## src/rtl/mem_pkg.sv

```systemverilog
// rtl/mem_pkg.sv - shared constants and types for the synchronous RAM controller
package mem_pkg;

    localparam logic OP_READ  = 1'b1;
    localparam logic OP_WRITE = 1'b0;

    typedef enum logic [0:0] {
        ST_INIT = 1'b0,
        ST_RUN  = 1'b1
    } state_t;

    localparam int READ_LAT_MIN = 1;
    localparam int READ_LAT_MAX = 4;

    function automatic bit read_lat_ok(input int lat);
        return (lat >= READ_LAT_MIN) && (lat <= READ_LAT_MAX);
    endfunction

endpackage

```

## src/rtl/mem_rd_pipe.sv

```systemverilog
// rtl/mem_rd_pipe.sv - valid/data read pipeline; last stage holds the most recent read result
module mem_rd_pipe #(
    parameter int DATA_W   = 8,
    parameter int READ_LAT = 1
) (
    input  logic              clk,
    input  logic              rst,
    input  logic              in_valid,
    input  logic [DATA_W-1:0] in_data,
    output logic              out_valid,
    output logic [DATA_W-1:0] out_data
);

    logic [READ_LAT-1:0] vld_q;
    logic [DATA_W-1:0]   dat_q [READ_LAT];

    // Data stages only advance with a valid token, so the final stage keeps
    // the last read value between reads.
    always_ff @(posedge clk or posedge rst) begin
        if (rst) begin
            vld_q <= '0;
            for (int i = 0; i < READ_LAT; i++) begin
                dat_q[i] <= '0;
            end
        end else begin
            vld_q[0] <= in_valid;
            if (in_valid) begin
                dat_q[0] <= in_data;
            end
            for (int i = 1; i < READ_LAT; i++) begin
                vld_q[i] <= vld_q[i-1];
                if (vld_q[i-1]) begin
                    dat_q[i] <= dat_q[i-1];
                end
            end
        end
    end

    assign out_valid = vld_q[READ_LAT-1];
    assign out_data  = dat_q[READ_LAT-1];

endmodule

```

## src/rtl/sync_ram_ctrl.sv

```systemverilog
// rtl/sync_ram_ctrl.sv - single-port synchronous RAM with init clear, ready handshake and read pipe
module sync_ram_ctrl
    import mem_pkg::*;
#(
    parameter int                 DATA_W   = 8,
    parameter int                 ADDR_W   = 4,
    parameter int                 READ_LAT = 1,
    parameter logic [DATA_W-1:0]  INIT_VAL = '0
) (
    input  logic              clk,
    input  logic              rst,
    input  logic              mem_enable,
    input  logic              read_write,
    input  logic [ADDR_W-1:0] address_bus,
    input  logic [DATA_W-1:0] data_bus_in,
    output logic [DATA_W-1:0] data_bus_out,
    output logic              rd_valid,
    output logic              ready,
    output logic              req_dropped
);

    localparam int DEPTH = 2 ** ADDR_W;

    state_t            state;
    logic [ADDR_W-1:0] init_cnt;
    logic [DATA_W-1:0] mem [0:DEPTH-1];

    logic accept;
    logic rd_accept;
    logic wr_accept;
    logic last_init;

    // ready is high only in RUN, so it alone gates request acceptance.
    assign accept    = mem_enable & ready;
    assign rd_accept = accept & (read_write == OP_READ);
    assign wr_accept = accept & (read_write == OP_WRITE);
    assign last_init = (state == ST_INIT) && (init_cnt == ADDR_W'(DEPTH - 1));

    always_ff @(posedge clk or posedge rst) begin
        if (rst) begin
            state       <= ST_INIT;
            init_cnt    <= '0;
            ready       <= 1'b0;
            req_dropped <= 1'b0;
        end else begin
            req_dropped <= mem_enable & ~ready;
            if (state == ST_INIT) begin
                init_cnt <= init_cnt + 1'b1;
                if (last_init) begin
                    state <= ST_RUN;
                    ready <= 1'b1;
                end
            end
        end
    end

    // The array itself has no reset; the INIT sweep rewrites every word.
    always_ff @(posedge clk) begin
        if (state == ST_INIT) begin
            mem[init_cnt] <= INIT_VAL;
        end else if (wr_accept) begin
            mem[address_bus] <= data_bus_in;
        end
    end

    mem_rd_pipe #(
        .DATA_W   (DATA_W),
        .READ_LAT (READ_LAT)
    ) u_rd_pipe (
        .clk       (clk),
        .rst       (rst),
        .in_valid  (rd_accept),
        .in_data   (mem[address_bus]),
        .out_valid (rd_valid),
        .out_data  (data_bus_out)
    );

endmodule

```

## config.mk

```make
export PLATFORM = sky130hd
export DESIGN_NAME = sync_ram_ctrl
export DESIGN_NICKNAME = d
export VERILOG_FILES = /design/src/rtl/mem_pkg.sv /design/src/rtl/mem_rd_pipe.sv /design/src/rtl/sync_ram_ctrl.sv
export SDC_FILE = /design/constraint.sdc
export NUM_CORES = 1
export LEC_CHECK = 0
export ABC_AREA = 0
export ABC_CLOCK_PERIOD_IN_PS = 2200
export BUFFER_PORTS_ARGS = -buffer_cell sky130_fd_sc_hd__buf_2
export CORE_ASPECT_RATIO = 1.5
export CORE_MARGIN = 2
export CORE_UTILIZATION = 60
export CTS_CLUSTER_DIAMETER = 200
export DETAILED_ROUTE_END_ITERATION = 16
export GPL_TIMING_DRIVEN = 0
export PLACE_DENSITY = 0.8
export RECOVER_POWER = 25
export SLEW_MARGIN = 20
export SYNTH_ARGS = -nofsm -noshare
export SYNTH_HDL_FRONTEND = slang
export SYNTH_SLANG_ARGS = --single-unit
```

## constraint.sdc

```tcl
create_clock -name clk -period 2.2 [get_ports clk]
set_input_delay 0.22 -clock clk [delete_from_list [all_inputs] [get_ports clk]]
set_output_delay 0.22 -clock clk [all_outputs]
set_load 0.02 [all_outputs]
```

; ---- Yosys cells after proc, flatten, opt, wreduce, memory -nomap -nowiden
; Memories as Yosys holds them, arrays and structs flattened. A register that Yosys moved wholly into a read port is not among the register bits.
; Cells that the tools add are included.
[word_totals]
n_memories = 1
reg_bits = 8
rom_bits = 0
latchBits = 0
wordCells = 27
out_inout_bits = 11
ram_bits = 128
inputBits = 16
[memory_table]
columns = memory, words, width, rd, rd_ports_with_merged_regs, wr, line
row1 = mem, 16, 8, 1, 1, 1, sync_ram_ctrl.sv:26  ; logic [DATA_W-1:0] mem [0:DEPTH-1];
[classes]
multipliers = 0
muxes = 9
bitwise = 7
n_addsub = 1
n_reduce_logical = 3
shift = 0
magnitude_cmp = 0
n_div = 0
eq_ne = 1
[ops]
columns = cell, n
row1 = 8-bit 2-to-1 mux, 1
row2 = 8-bit OR reduction, 1
row3 = 1-bit 2-to-1 mux, 7
row4 = "4-bit by 1-bit adder with 4-bit output, second input constant", 1
row5 = 1-bit bitwise AND, 4
row6 = "4-bit == test, second input constant", 1
row7 = 4-bit 2-to-1 mux, 1
row8 = 1-bit inverter, 3
row9 = 2-bit AND reduction, 1
row10 = 1-bit logical AND, 1

; ---- Longest topological paths before layout
[logic_depth]
word_depth = 7
mapped_depth = 7
depth_no_buf = 5

; ---- Cells and area by module
; From an unflattened synthesis, not the netlist that was laid out.
[unflattened]
cells_unflattened = 306
area_unflattened_um2 = 5849.4
[by_module_without_submodules]
columns = module, cells_per_inst, area_each_um2, instances, seq_area_each_um2
row1 = sync_ram_ctrl, 287, 5489.0, 1, 4018.9
row2 = mem_rd_pipe, 19, 360.3, 1, 225.2

; ---- Worst setup path before layout
; No wires, ideal clock.
[synth_path]
path_kind = flip-flop to flip-flop
from = register ready
to = memory mem[2][0] (enable)
setup_slack_ns = 0.320
path_stages_with_launch = 6
setup_time_ns = 0.370
arrival_time_ns = 1.509
period_less_slack_ns = 1.880
path_buffers = 1
required_ns = 1.830
cell_sequence = dfrtp_1 > and4b_1 > buf_2 > nor3b_1 > a31oi_1 > nor2_1
[synth_via]
elab_chain_cells = 7
word_cells_on_any_way = 8
cone_classes = 5 x mux / 2 x bitwise / 1 x reduce/logical
[synth_lines]
columns = element, line
row1 = from (decl), sync_ram_ctrl.sv:18  ; output logic ready,
row2 = from (signal assigned), sync_ram_ctrl.sv:43  ; ready <= 1'b0;
row3 = from (signal assigned), sync_ram_ctrl.sv:51  ; ready <= 1'b1;
row4 = 1-bit bitwise AND *, sync_ram_ctrl.sv:34  ; assign accept = mem_enable & ready;
row5 = 1-bit bitwise AND *, sync_ram_ctrl.sv:36  ; assign wr_accept = accept & (read_write == OP_WRITE);
row6 = 1-bit 2-to-1 mux *, sync_ram_ctrl.sv:61  ; end else if (wr_accept) begin
row7 = 1-bit 2-to-1 mux *, sync_ram_ctrl.sv:59  ; if (state == ST_INIT) begin
row8 = 1-bit 2-to-1 mux (not written as such) *, sync_ram_ctrl.sv:62  ; mem[address_bus] <= data_bus_in;
row9 = 8-bit OR reduction (no line), n/a
row10 = 4-bit 2-to-1 mux (no line) or 1-bit 2-to-1 mux (tied branches), n/a
row11 = to (decl), sync_ram_ctrl.sv:26
; Mark *: on every way between the ends. The rest lies on a longest branch, timed or not.

; ---- Worst setup path after layout
[layout_path]
from = register state
to = memory mem[15][2] (enable)
[layout_via]
elab_chain_cells = 4
word_cells_on_any_way = 6
cone_classes = 5 x mux / 1 x reduce/logical
[layout_lines]
columns = element, line
row1 = from (decl), sync_ram_ctrl.sv:24  ; state_t state;
row2 = from (signal assigned), sync_ram_ctrl.sv:41  ; state <= ST_INIT;
row3 = from (signal assigned), sync_ram_ctrl.sv:50  ; state <= ST_RUN;
row4 = 1-bit 2-to-1 mux, sync_ram_ctrl.sv:59
row5 = 1-bit 2-to-1 mux (not written as such), sync_ram_ctrl.sv:62
row6 = 8-bit OR reduction (no line), n/a
row7 = 4-bit 2-to-1 mux (no line) or 1-bit 2-to-1 mux (tied branches), n/a
; Parallel ways exist; a longest one is shown, timed or not.

==> results.sh <==
export IMPL_slew_violations=0
export IMPL_synth_cells=284
export IMPL_violations="negative setup slack"
export IMPL_hold_viol=0
export IMPL_wire_per_inst_microns=25.0
export IMPL_grt_overflow=0
export IMPL_path_class="flop to flop"
export IMPL_drive_above_1_share_pct=28.2
export IMPL_dr_first_iter_drc_count=224
export IMPL_crit_path_start_kind="flop"
export IMPL_cts_tree="built"
export IMPL_ios=27
export IMPL_coreArea_sq_um=9250
export IMPL_layout_common_cells="edfxtp_1 (128), mux4_2 (24), buf_2 (17), clkbuf_16 (17)"
export IMPL_avgSynthCellArea_sq_um=20.1
export IMPL_grt_usage_pct=23.6
export IMPL_leakagePower_nw=2.55
export IMPL_rows=43
export IMPL_hold_path_depth=2
export IMPL_htreeDepth=4
export IMPL_synth_top_cell_area_share_pct=67.4
export IMPL_endpoint_kind="flop"
export IMPL_outcome="complete, but fails checks"
export IMPL_grt_max_degree=17
export IMPL_rsz0062_at_grt="true"
export IMPL_rr_worst_depth=4
export IMPL_wl_microns=11300
export IMPL_grt_pass1_vias=2920
export IMPL_vdd_drop_max_mv=0.913
export IMPL_relSlewSlack_pct=33.5
export IMPL_critPathSlowestCell="nor2_1"
export IMPL_finalPower_mw=6.05
export IMPL_skew_ns=0.00916
export IMPL_via_per_inst=6.32
export IMPL_dp_slack_ns=-0.230
export IMPL_numPortBuffers=24
export IMPL_clock_latency_ns=0.42
export IMPL_worst_ep_arrival_time_ns=2.43
export IMPL_area_growth_pct=15.9
export IMPL_drv_cap=0
export IMPL_cts_setup_buffers=0
export IMPL_clock_path_buffers=2
export IMPL_cts_root_buf="clkbuf_16"
export IMPL_place_detailed_hpwl_microns=7240
export IMPL_drt_first_pass_iters=5
export IMPL_antenna_cells=0
export IMPL_grt_pass1_wl_microns=16800
export IMPL_layout_commonest_cell="edfxtp_1"
export IMPL_dp_cells=420
export IMPL_via_count=2864
export IMPL_timing_final_crit_share_pct=109
export IMPL_fin_cells=453
export IMPL_synthTopCellsByArea="edfxtp_1 (67%), mux4_2 (9.5%), dfrtp_1 (7.0%), mux4_1 (3.2%), mux2i_1 (2.8%)"
export IMPL_slowest_delay_ns=0.73
export IMPL_finalWeightedCongestion=0.873
export IMPL_fin_area_sq_um=6610
export IMPL_die_height_microns=123
export IMPL_tightest_slew_ns=0.993
export IMPL_cp_required_ns=2.24
export IMPL_yosysSeqAreaShare_pct=74.4
export IMPL_min_period_ns=2.39
export IMPL_fmax_mhz=419
export IMPL_cts_made_buffers=17
export IMPL_worstPathCellList="and4b_1 -> buf_2 -> a32oi_1 -> nor2_1"
export IMPL_ys_ff_latch=144
export IMPL_dieArea_sq_um=10300
export IMPL_syn_area_sq_um=5710
export IMPL_setup_violations_final=96
export IMPL_p_per_area_nw_per_um2=916
export IMPL_antenna_found_initial=0
export IMPL_postPlaceCellArea_sq_um=5970
export IMPL_clkSinkCount=144
export IMPL_crit_fanout=10
export IMPL_cts_clk_slew_worst_paths_ns=0.06
export IMPL_holdCritPathClass="input port to flop"
export IMPL_nNetsFinal=345
export IMPL_fin_ws_ns=-0.187
export IMPL_tns_ns=-9.08
export IMPL_die_x_microns=83.6
export IMPL_syn_nets=301
export IMPL_yosys_warnings=0
export IMPL_synth_largest_area_cell="edfxtp_1"
export IMPL_drc=0
export IMPL_start_util_pct=61.7
export IMPL_synth_distinct_cells=33
export IMPL_ant_nets=0
## cell families (layout without fill, tap and decap cells)
family / after synthesis / after routing / share of synthesized area, %
compound gates: 28 / 28 / 3.57
flops: 144 / 144 / 74.4
mux: 48 / 48 / 15.7
simple gates: 42 / 42 / 3.57
buf+inv: 18 / 75 / 2.08
xor+xnor: 3 / 3 / 0.461
fa+ha+maj: 1 / 1 / 0.219
## sequential cells by signal, summed over array words and instances, names as in the netlist
| signal | cells |
|---|---|
| mem | 128 |
| init_cnt | 4 |
| ready | 1 |
| state | 1 |
| u_rd_pipe.out_valid | 1 |
| req_dropped | 1 |
| u_rd_pipe.out_data | 8 |
## through the flow
| stage | util [%] | hold WS [ns] |
|---|---|---|
| final | 71.4 | 0.0616 |
| after global routing | 71.4 | 0.0750 |
| after CTS | 71.3 | 0.0704 |
| after detailed placement | 64.5 | 0.337 |
| after floorplan | - | 0.134 |
| after global placement | 64.5 | 0.319 |
## metal layers
metal,wire [microns],GRT usage [%],part of all wire (%),up-vias
li1,-,-,-,1252
met1,4130,26.7,36,1478
met2,6370,42.7,56,113
met3,567,5.27,5.0,21
met4,266,10.9,2.3,0
met5,0,0,0,-
## worst max-delay path: cells and delay by family, from the launching register on
kind	cells	cell delay [ns]
compound gates	1	0.29
buf+inv	1	0.22
flops	1	0.48
simple gates	2	1.02
## worst paths after layout
check                                 startpoint                    end  slack, ns
max in group asynchronous                    rst            init_cnt[0]       1.35
hold reg to reg            u_rd_pipe.out_data[3]  u_rd_pipe.out_data[3]       0.49
setup / recovery                           state             mem[15][2]      -0.19
setup reg to reg                           state             mem[15][2]      -0.19
min in group asynchronous                    rst            init_cnt[3]       0.44
hold / removal                        mem_enable            req_dropped       0.06
## repair_timing
action / 4_1_cts / 5_1_grt
gates resized for setup: 12 / 9
cloned: 0 / 0
hold endpoints to repair: 16 / 0
hold buffers: 1 / 0
setup endpoints to repair: 112 / 120
## synthesized netlist by cell type, drive strengths merged
cell type and n:
nor3b 2, nor2 19, and4b 1, a31o 3, nand2 5, a2bb2oi 1
a31oi 3, o22ai 7, dfrtp 16, ha 1, clkbuf 1, o22a 1
mux2i 16, nand3 3, mux4 31, a21oi 2, xnor2 3, mux2 1
inv 7, nand2b 1, nor3 1, nor2b 2, buf 10, a21o 7
edfxtp 128, a32oi 4, and2 8
## cell type report
type | count | area [sq um]
clock buffer | 17 | 425
sequential | 144 | 4240
tap | 112 | 140
inverter | 7 | 26.3
timing repair buffer | 25 | 116
fill | 580 | 2640
multi-input combinational | 122 | 1410
clock inverter | 15 | 160
buffer | 11 | 92.6
## where the power goes
group	switching, mW	internal (mW)	total (mW)
logic	0.167	0.0988	0.266
registers	0.00998	2.99	3.00
clock network	1.11	1.68	2.79
Power figures use the tool's default switching activity.
